<file path="src/rtl/audio_pkg.sv">
// Shared encodings and defaults for the audio sample scheduler.
package audio_pkg;

  localparam int CH_WIDTH = 16;

  typedef enum logic [1:0] {
    MODE_MONO  = 2'b00,
    MODE_LEFT  = 2'b01,
    MODE_RIGHT = 2'b10,
    MODE_MUTE  = 2'b11
  } mode_t;

  typedef enum logic [1:0] {
    ST_IDLE = 2'b00,
    ST_FILL = 2'b01,
    ST_RUN  = 2'b10
  } state_t;

endpackage

</file>
<file path="src/rtl/sample_fifo.sv">
// Single-clock FIFO of stereo pairs. The read data is a combinational look at
// the head slot, so a push and a pop in the same cycle on a full FIFO return
// the old head before its slot is overwritten.
module sample_fifo #(
  parameter int WIDTH = 32,
  parameter int DEPTH = 8
) (
  input  logic                     clk,
  input  logic                     rst,
  input  logic                     push,
  input  logic                     pop,
  input  logic                     flush,
  input  logic [WIDTH-1:0]         wdata,
  output logic [WIDTH-1:0]         rdata,
  output logic                     full,
  output logic                     empty,
  output logic [$clog2(DEPTH):0]   count
);

  localparam int AW = $clog2(DEPTH);

  logic [WIDTH-1:0] mem [DEPTH];
  logic [AW-1:0]    wr_ptr, rd_ptr;
  logic             push_ok, pop_ok;

  assign full    = (count == (AW+1)'(DEPTH));
  assign empty   = (count == '0);
  assign pop_ok  = pop & ~empty;
  assign push_ok = push & (~full | pop_ok);
  assign rdata   = mem[rd_ptr];

  // Storage array: written on accepted pushes only, no reset needed.
  always_ff @(posedge clk) begin
    if (push_ok && !flush) mem[wr_ptr] <= wdata;
  end

  // Pointers and occupancy; flush empties the FIFO in one cycle.
  always_ff @(posedge clk) begin
    if (rst || flush) begin
      wr_ptr <= '0;
      rd_ptr <= '0;
      count  <= '0;
    end else begin
      if (push_ok) wr_ptr <= wr_ptr + 1'b1;
      if (pop_ok)  rd_ptr <= rd_ptr + 1'b1;
      count <= count + (AW+1)'(push_ok) - (AW+1)'(pop_ok);
    end
  end

endmodule

</file>
<file path="src/rtl/audio_sample_scheduler.sv">
// Buffers stereo pairs from the I2S receiver, prefills, then hands one mixed
// sample to the FM modulator per out_ready tick. Mutes on underrun/link loss.
module audio_sample_scheduler
  import audio_pkg::*;
#(
  parameter int CH_WIDTH       = audio_pkg::CH_WIDTH,
  parameter int FIFO_DEPTH     = 8,
  parameter int PREFILL        = 4,
  parameter int TIMEOUT_CYCLES = 100000,
  parameter int CNT_WIDTH      = 8
) (
  input  logic                 clk,
  input  logic                 rst,
  input  logic                 in_strobe,
  input  logic [CH_WIDTH-1:0]  in_first,
  input  logic [CH_WIDTH-1:0]  in_second,
  input  logic [1:0]           mode,
  input  logic                 out_ready,
  output logic [CH_WIDTH-1:0]  out_sample,
  output logic                 out_valid,
  output logic                 active,
  output logic [CNT_WIDTH-1:0] underrun_count,
  output logic                 overflow
);

  localparam int CW = $clog2(FIFO_DEPTH) + 1;
  localparam int TW = $clog2(TIMEOUT_CYCLES);

  state_t              state, nxt;
  logic                strobe_q;
  logic                push, push_ok, pop, underrun, timeout;
  logic                full, empty;
  logic [CW-1:0]       count, occ_next;
  logic [2*CH_WIDTH-1:0] head;
  logic [TW-1:0]       tcnt;
  logic [CH_WIDTH-1:0] left, right, mixed;
  logic [CH_WIDTH:0]   sum;

  // A strobe held high for several cycles must count as a single push.
  assign push     = in_strobe & ~strobe_q;
  assign pop      = (state == ST_RUN) & out_ready & ~empty;
  assign underrun = (state == ST_RUN) & out_ready & empty;
  assign push_ok  = push & (~full | pop);
  assign occ_next = count + CW'(push_ok) - CW'(pop);
  // A push in the same cycle keeps the link alive, so it beats the timeout.
  assign timeout  = (state != ST_IDLE) & ~push & (tcnt == TW'(TIMEOUT_CYCLES - 1));
  assign active   = (state == ST_RUN);

  sample_fifo #(
    .WIDTH (2*CH_WIDTH),
    .DEPTH (FIFO_DEPTH)
  ) u_fifo (
    .clk   (clk),
    .rst   (rst),
    .push  (push),
    .pop   (pop),
    .flush (timeout),
    .wdata ({in_first, in_second}),
    .rdata (head),
    .full  (full),
    .empty (empty),
    .count (count)
  );

  // Channel mixer on the FIFO head; the wide sum halves with floor rounding
  // and can never overflow the output width.
  always_comb begin
    left  = head[2*CH_WIDTH-1:CH_WIDTH];
    right = head[CH_WIDTH-1:0];
    sum   = {left[CH_WIDTH-1], left} + {right[CH_WIDTH-1], right};
    mixed = '0;
    case (mode_t'(mode))
      MODE_MONO:  mixed = sum[CH_WIDTH:1];
      MODE_LEFT:  mixed = left;
      MODE_RIGHT: mixed = right;
      default:    mixed = '0;
    endcase
  end

  // State register and strobe history.
  always_ff @(posedge clk) begin
    if (rst) begin
      state    <= ST_IDLE;
      strobe_q <= 1'b0;
    end else begin
      state    <= nxt;
      strobe_q <= in_strobe;
    end
  end

  // Next-state: prefill gate, underrun fallback, link-loss override.
  always_comb begin
    nxt = state;
    case (state)
      ST_IDLE: if (push) nxt = ST_FILL;
      ST_FILL: if (occ_next >= CW'(PREFILL)) nxt = ST_RUN;
      ST_RUN:  if (underrun) nxt = ST_FILL;
      default: nxt = ST_IDLE;
    endcase
    if (timeout) nxt = ST_IDLE;
  end

  // Link-loss counter: idle-held, cleared by pushes and by its own expiry.
  always_ff @(posedge clk) begin
    if (rst || state == ST_IDLE || push || timeout) tcnt <= '0;
    else                                           tcnt <= tcnt + 1'b1;
  end

  // Output register: every tick answers next cycle, with silence if nothing popped.
  always_ff @(posedge clk) begin
    if (rst) begin
      out_sample <= '0;
      out_valid  <= 1'b0;
    end else begin
      out_valid <= out_ready;
      if (out_ready) out_sample <= pop ? mixed : '0;
    end
  end

  // Status: saturating underrun count and sticky drop flag.
  always_ff @(posedge clk) begin
    if (rst) begin
      underrun_count <= '0;
      overflow       <= 1'b0;
    end else begin
      if (underrun && underrun_count != '1) underrun_count <= underrun_count + 1'b1;
      if (push && full && !pop) overflow <= 1'b1;
    end
  end

endmodule
</file>
<file path="config.mk">
export PLATFORM = sky130hd
export DESIGN_NAME = audio_sample_scheduler
export DESIGN_NICKNAME = d
export VERILOG_FILES = /design/src/rtl/audio_pkg.sv /design/src/rtl/sample_fifo.sv /design/src/rtl/audio_sample_scheduler.sv
export SDC_FILE = /design/constraint.sdc
export NUM_CORES = 1
export LEC_CHECK = 0
export CORE_ASPECT_RATIO = 1.2
export CORE_MARGIN = 10
export CORE_UTILIZATION = 30
export DETAILED_ROUTE_END_ITERATION = 10
export MAX_ROUTING_LAYER = met4
export SYNTH_ARGS = -nofsm -noshare
export SYNTH_HDL_FRONTEND = slang
export SYNTH_HIERARCHICAL = 1
export SYNTH_SLANG_ARGS = --single-unit
</file>
<file path="constraint.sdc">
create_clock -name clk -period 9.24 [get_ports clk]
set_clock_uncertainty 0.15 [all_clocks]
set_input_delay 0.924 -clock clk [delete_from_list [all_inputs] [get_ports clk]]
set_output_delay 0.924 -clock clk [all_outputs]
set_load 0.01 [all_outputs]
</file>
# Word level (Yosys, flattened, before mapping)
# Memories as Yosys holds them, arrays and structs flattened. A register that Yosys moved wholly into a read port is not among the register bits.
# Cells that the tools add are included.
# word_totals
ff_bits,56
mem_bits_rw,256
inputBits,38
output_inout_bits,27
elab_cells,72
n_memories,1
# memory_table
memory,words,word_bits,read_ports,rd_ports_with_merged_regs,wr,line_no,rtl
u_fifo.mem,8,32,1,1,1,sample_fifo.sv:22,logic [WIDTH-1:0] mem [DEPTH];
# classes
addsub,9
magnitude_cmp,1
eq_ne,10
muxes,10
n_bitwise,15
n_reduce_logical,16
# ops
operator,n
$pmux 16 s3,1
$add 16x16->17,1
$add 17x1->17 const B,1
$eq 17x17->1 const B,1
$mux 16,1
$and 1x1->1,9
$add 4x1->4,2
$add 8x1->8 const B,1
$ne 8x8->1 const B,1
$sub 4x1->4,2
$add 3x1->3 const B,2
$mux 2,3
$mux 3,2
$pmux 2 s3,1
$eq 2x1->1 const B,2
$eq 2x2->1 const B,2
$eq 4x4->1 const B,1
$ge 4x3->1 const B,1
$logic_and 1x1->1,4
$logic_not 2->1,2
$logic_not 4->1,1
$logic_or 1x1->1,4
$ne 2x2->1 const B,2
$not 1->1,4
7 further kinds,10

# Depth between registers and ports, before layout
# Gate-level depths: netlist of run 1.
# depth
word_depth,10
ltp_mapped,16
mapped_depth_nobuf,14

# Cells and area by module
# The synthesis of run 1 kept the hierarchy.
# by_module_without_submodules
mod,instances,cells_per_inst,area_per_inst_um2,seq_area_each_um2
sample_fifo,1,458,10517.6,7947.6
audio_sample_scheduler,1,384,3056.7,920.9

# Worst setup path before layout of run 1
# No wires, ideal clock.
# synth_path
path_kind,input-to-reg
startpoint,input port out_ready
endpoint,memory u_fifo.mem[0][0] (enable)
setup_ns,0.513
t_arrival_ns,5.169
required_ns,8.577
path_slack_ns,3.409
stages,7
path_buffers,2
cell_sequence,nand4bb_1 buf_4 inv_1 buf_2 nor2b_1 o21ai_4 nor4b_1
# synth_via
elab_chain_cells,8
# synth_lines
item,line_no,rtl
from (decl),audio_sample_scheduler.sv:18,"input logic out_ready,"
$and 1x1->1 (2 in series),audio_sample_scheduler.sv:41,assign pop = (state == ST_RUN) & out_ready & ~empty;
named net pop,audio_sample_scheduler.sv:31,"logic push, push_ok, pop, underrun, timeout;"
$and 1x1->1,sample_fifo.sv:28,assign pop_ok = pop & ~empty;
$or 1x1->1,sample_fifo.sv:29,assign push_ok = push & (~full | pop_ok);
$and 1x1->1,sample_fifo.sv:29,
$logic_and 1x1->1,sample_fifo.sv:34,if (push_ok && !flush) mem[wr_ptr] <= wdata;
$mux 1,sample_fifo.sv:34,
$mux 1 (not written as such),sample_fifo.sv:34,
to (decl),sample_fifo.sv:22,
# The timed path passes the listed nets, and every way through them passes these cells.

==> flow_summary.yaml, run 1 <==
clocking:
  hold_buffers: 0
  clock-sinks: 315
  cts.clk_slew.worst_paths_ns: 0.06
  clk-insertion-delay-late_ns: 0.53
  numCtsBuffers: 34
  cts_tree: "yes"
  postCtsSetupBuffers: 0
  cts_resized: 0
  ctsRootBufferMaster: "clkbuf_16"
  htree_levels: 2
  cts_max_path_buffers: 3
worst_setup_path:
  worstPathRequired_ns: 9.47
  cp-start-kind: "flip-flop"
  setup.worst_path.class: "reg2reg"
  crit_fanout: 33
  crit_path_max_incr_delay_ns: 0.75
  endpoint_kind: "flip-flop"
  slowest_stage: "dfxtp_4"
  cp_cell_sequence: "buf_4 -> mux4_1 -> mux2_2 -> ha_1 -> nand2_1 -> o31ai_2 -> a21oi_1 -> nor4b_1 -> a211oi_1"
  cp_data_arrival_time_ns: 4.49
yosys:
  synth.most_common_cell: "edfxtp_1"
  ys_seq_elements: 315
  synthesis.instances: 842
  ys_warn_count: 6
  synthTopCellsByCount: "edfxtp_1, dfxtp_1, nor2_1, nand2_1"
  synth_edf_count: 256
  seq_area_frac_synth_pct: 65.33
  synth_ff_type: "edfxtp_1"
  synth_area_sq_um: 13570
  ys_types: 68
  syn_avg_cell_area_sq_um: 16.12
  ys_async_sr_fraction_pct: 0
  synthTopCellsByArea: "edfxtp_1, dfxtp_1, mux4_1, mux4_2, mux2_2"
  synth_area_leader_cell: "edfxtp_1"
  synth.top_cell.area_share_pct: 56.63
  synth.net_count: 910
sta:
  fin_setup_tns_ns: 0
  final-setup-viol-count: 0
  drv_slew: 0
  hold_slack_ns: 0.3003
  max_freq_mhz: 234.9
  post-route-period-util_pct: 46.08
  hold_violations: 0
  slew_headroom_pct: 21.42
  rsz0062_at_grt: "no"
  period_needed_ns: 4.258
  worst_pin_slew_ns: 1.176
floorplanning:
  num_rows: 85
  pin_count: 65
  initial_core_util_pct: 30.32
  fp.dieW_um: 214.2
  coreArea_sq_um: 44770
  die_h_um: 253.0
  dieArea_sq_um: 54190
route:
  drt_iter0_markers: 607
  drtPass1Iterations: 5
  ant_nets: 0
  routed_wl_um: 29740
  via_per_inst: 4.805
  drcViolationCount: 0
  vias: 7486
  wl_per_cell_um: 19.09
finish:
  nNetsFinal: 989
  design_area_sq_um: 15990
  area_delta_synth_final_pct: 17.79
  drive_gt1_share_pct: 14.59
  fillCellCount: 4229
hold_path:
  min_path_type: "reg2reg"
pwr:
  power_uw: 3302
  worst_ir_drop_vdd_mv: 0.09809
  power.density_nw_per_um2: 206.5
  power.leakage_uw: 0.005095
global_route:
  grt_pass1_vias: 7652
  grt_antenna_before_repair: 3
  overflow: 0
  grt_pass1_wl_um: 45550
  grt_max_degree: 65
  grt_use_total_pct: 11.12
placement:
  post_dp_cell_area_sq_um: 14920
  hpwl_um: 18660
  port_buffers: 64
  routabilityCongestion: 0.8081
status:
  status: "finished, final reports clean"
flow_run:
  drv_cap: 0
[layout by cell type (no fill, tap or decap), types with 5 or more instances in the layout]
cell             netlist  final
a211oi_1               5      5
a21o_1                 5      5
a21oi_1               40     40
a22oi_1                7      7
buf_4                  2     12
clkbuf_1              12      6
clkbuf_16              0     34
clkdlybuf4s50_1        0     64
clkinv_1               0      9
dfxtp_1               59     57
edfxtp_1             256    256
ha_1                  28     28
inv_1                 29     29
mux2_2                32     32
mux2i_1               11     11
mux4_1                40     40
mux4_2                24     24
nand2_1               45     45
nand3_1               14     14
nand4_1                8      8
nor2_1                54     51
nor2b_1               11     11
nor3_1                 8      5
o21ai_0               22     22
or3_1                 11     11
xnor2_1                9      9
xor2_1                18     18
[stage by stage]
step	setup WS, ns	instances	util (%)
4_1_cts	4.890	1555	35.69
3_3_place_gp	4.629	1494	33.33
2_1_floorplan	3.409	842	-
6_report	4.982	1558	35.71
3_5_place_dp	4.454	1494	33.33
5_1_grt	4.717	1558	35.71
[sequential cells by signal, summed over array words and instances, names as in the netlist, named ones only]
| signal | flops |
|---|---|
| strobe_q | 1 |
| out_valid | 1 |
| underrun_count | 8 |
| state | 2 |
| u_fifo/rd_ptr | 3 |
| u_fifo/mem | 256 |
| out_sample | 16 |
| u_fifo/wr_ptr | 3 |
| tcnt | 17 |
| overflow | 1 |
| u_fifo/count | 4 |
[report_power, final]
group          internal (uW)  switching (uW)
combinational            169             231
sequential              1590            24.3
clock                    747             542
total                   2500             798
[cell type report]
cell class,instances,area [sq um],area share [%]
Antenna cell,3,7.507,0.04695
Clock buffer,41,887.1,5.548
Clock inverter,20,172.7,1.080
Inverter,29,108.9,0.6808
Multi-Input combinational cell,465,4447,27.81
Sequential cell,315,8874,55.50
Tap cell,609,762.0,4.766
Timing Repair Buffer,76,730.7,4.570
[worst paths after layout]
check	startpoint	to	slack, ns	depth (start not counted)
hold reg to reg	tcnt[0]$_SDFF_PP0_	tcnt[0]$_SDFF_PP0_	0.30	1
hold / removal	tcnt[0]$_SDFF_PP0_	tcnt[0]$_SDFF_PP0_	0.30	1
setup / recovery	flip-flop	out_sample[14]$_SDFFE_PP0P_	4.98	9
setup reg to reg	flip-flop	out_sample[14]$_SDFFE_PP0P_	4.98	9
[worst max-delay path: cells and delay by family, from the launching register on]
kind / cells / cell delay, ns
multiplexers: 2 / 0.95
buffers and inverters: 1 / 0.60
AO/OA/AOI/OAI: 3 / 0.77
adder cells (fa/ha/maj): 1 / 0.39
AND/OR/NAND/NOR: 2 / 0.46
flip-flops: 1 / 0.75
[routing by layer]
metal  global-route usage, %  routed length [um]  vias to the layer above
met1                   13.34               12840                     3769
li1                        -                   -                     3503
met2                   18.00               14430                      164
met5                       -                   0                        -
met4                   3.833                 752                        0
met3                   2.793                1721                       50
[logic make-up after synthesis]
logic type      Yosys count  share of synthesized area, %
compound gates          115                         5.549
xor+xnor                 27                         1.742
fa+ha+maj                30                         2.876
buf+inv                  62                         2.277
flops                   315                         65.33
mux                     107                         15.19
simple gates            186                         7.033
Power figures use the tool's default switching activity.
==> run 2: changes to the inputs <==
==> constraint.sdc (replaced) <==
create_clock -name clk -period 4.2 [get_ports clk]
set_clock_uncertainty 0.15 [all_clocks]
set_input_delay 0.42 -clock clk [delete_from_list [all_inputs] [get_ports clk]]
set_output_delay 0.42 -clock clk [all_outputs]
set_load 0.01 [all_outputs]
==> flow_summary.yaml, run 2 (synthesized netlist as in run 1, its figures left out) <==
clocking:
  clk-insertion-delay-late_ns: 0.52
  postCtsSetupBuffers: 0
  hold_buffers: 0
  ctsRootBufferMaster: "clkbuf_16"
  clock-sinks: 315
  htree_levels: 2
  cts.clk_slew.worst_paths_ns: 0.06
  cts_max_path_buffers: 3
  cts_tree: "yes"
  numCtsBuffers: 34
  cts_resized: 0
finish:
  drive_gt1_share_pct: 15.87
  fillCellCount: 4172
  utilization_pct: 36.26
  reg_top3: "u_fifo/mem (256), tcnt (17), out_sample (16)"
  final_common_cell: "edfxtp_1"
  largest_reg_flops: 256
  top_register: "u_fifo/mem"
  design_area_sq_um: 16230
  layout_common_cells: "edfxtp_1, clkdlybuf4s50_1, dfxtp_1, nor2_1, nand2_1"
  nNetsFinal: 1001
  area_delta_synth_final_pct: 19.60
route:
  via_per_inst: 4.778
  drt_iter0_markers: 528
  drcViolationCount: 0
  ant_nets: 0
  routed_wl_um: 30390
  wl_per_cell_um: 19.36
  drtPass1Iterations: 4
  vias: 7501
worst_setup_path:
  cp_data_arrival_time_ns: 3.83
  r2r_cells: 9
  endpoint_kind: "flip-flop"
  r2r_end: "out_sample[14]$_SDFFE_PP0P_"
  crit_fanout: 21
  endpoint: "out_sample[14]$_SDFFE_PP0P_"
  worstPathRequired_ns: 4.43
  setup.worst_path.class: "reg2reg"
  r2r_slack_ns: 0.59
  cp-start-kind: "flip-flop"
flow_run:
  drv_cap: 0
sta:
  max_freq_mhz: 277.1
  final-setup-viol-count: 0
  hold_violations: 0
  slew_headroom_pct: 36.39
  fin_setup_tns_ns: 0
  period_needed_ns: 3.609
  worst_pin_slew_ns: 0.9499
  rsz0062_at_grt: "no"
  drv_slew: 0
  post-route-period-util_pct: 85.93
placement:
  hpwl_um: 19240
  port_buffers: 64
  routabilityCongestion: 0.8141
  post_dp_cell_area_sq_um: 15120
pwr:
  power.density_nw_per_um2: 454.2
  power_frac_seq_pct: 48.1
  power.leakage_uw: 0.005214
  pwr-share-clk_pct: 39.9
  comb_power_share_pct: 12.0
  worst_ir_drop_vdd_mv: 0.2223
  netSwitchingPower_uw: 1705
  power_switching_share_pct: 23.12
  p_int_uw: 5668
hold_path:
  min_path_type: "reg2reg"
  hold_depth: 1
floorplanning:
  die_h_um: 253.0
  num_rows: 85
  fp.dieW_um: 214.2
  coreArea_sq_um: 44770
  initial_core_util_pct: 30.32
  pin_count: 65
  dieArea_sq_um: 54190
global_route:
  grt_pass1_vias: 7726
  grt_use_total_pct: 11.56
  overflow: 0
  met2_usage_pct: 18.83
  grt_antenna_before_repair: 3
  grt_max_degree: 35
  grt_use_met3_pct: 2.567
  grt_pass1_wl_um: 47220
  grt_use_met1_pct: 14.20
  busiest_layer: "met2"
status:
  status: "finished, final reports clean"
[run 2: changes by cell type in the layout (fill, tap and decap cells not counted), moves of 3 or more]
| cell | previous run | this run |
|---|---|---|
| clkinv_1 | 9 | 4 |
| buf_12 | 0 | 7 |
| buf_4 | 12 | 17 |
| clkbuf_1 | 6 | 9 |
| clkbuf_8 | 1 | 4 |
[run 2: worst min path at each step]
| stage | from | endpoint | slack [ns] |
|---|---|---|---|
| 2_1_floorplan | tcnt[0]$_SDFF_PP0_ | tcnt[0]$_SDFF_PP0_ | 0.27 |
| 3_3_place_gp | tcnt[0]$_SDFF_PP0_ | tcnt[0]$_SDFF_PP0_ | 0.28 |
| 3_5_place_dp | tcnt[0]$_SDFF_PP0_ | tcnt[0]$_SDFF_PP0_ | 0.29 |
| 4_1_cts | tcnt[0]$_SDFF_PP0_ | tcnt[0]$_SDFF_PP0_ | 0.30 |
| 5_1_grt | tcnt[0]$_SDFF_PP0_ | tcnt[0]$_SDFF_PP0_ | 0.32 |
| 6_report | tcnt[0]$_SDFF_PP0_ | tcnt[0]$_SDFF_PP0_ | 0.30 |
[run 2: layout make-up]
| class | count | area, sq um | area share [%] |
|---|---|---|---|
| Antenna cell | 3 | 7.507 | 0.04624 |
| Clock buffer | 48 | 964.7 | 5.942 |
| Clock inverter | 13 | 145.1 | 0.8940 |
| Sequential cell | 315 | 8874 | 54.66 |
| Inverter | 29 | 108.9 | 0.6705 |
| Timing Repair Buffer | 88 | 908.4 | 5.595 |
| Tap cell | 609 | 762.0 | 4.694 |
| Multi-Input combinational cell | 465 | 4464 | 27.50 |
[run 2: critical path: stages, from the launching register on]
cell and delay (ns):
dfxtp_4 0.62, buf_4 0.30, mux4_1 0.57, mux2_2 0.30, ha_1 0.31, a21oi_1 0.12
o31ai_2 0.43, a21oi_1 0.22, nor4b_1 0.35, a211oi_1 0.09
[run 2: per-stage QoR]
step | hold WS (ns) | instances | worst slack, ns | power, uW
after global placement | 0.2776 | 1506 | 0.5975 | 4491
after detailed placement | 0.2920 | 1506 | 0.5582 | 4507
after global routing | 0.3189 | 1570 | 0.3476 | 7715
after floorplan | 0.2675 | 842 | -0.4655 | 4215
after CTS | 0.3041 | 1567 | 0.5659 | 7473
final | 0.2971 | 1570 | 0.5908 | 7373
[run 2: metal layers]
layer | vias to the layer above | wire [um]
met1 | 3796 | 13070
li1 | 3530 | -
met4 | 0 | 584
met3 | 40 | 1748
met5 | - | 0
met2 | 135 | 14980
[run 2: power by group through the flow]
stage	combinational, uW	sequential (uW)	clock (uW)
2_1_floorplan	614	3600	0
3_3_place_gp	882	3610	0
3_5_place_dp	892	3620	0
4_1_cts	896	3550	3030
5_1_grt	996	3560	3160
6_report	887	3550	2940
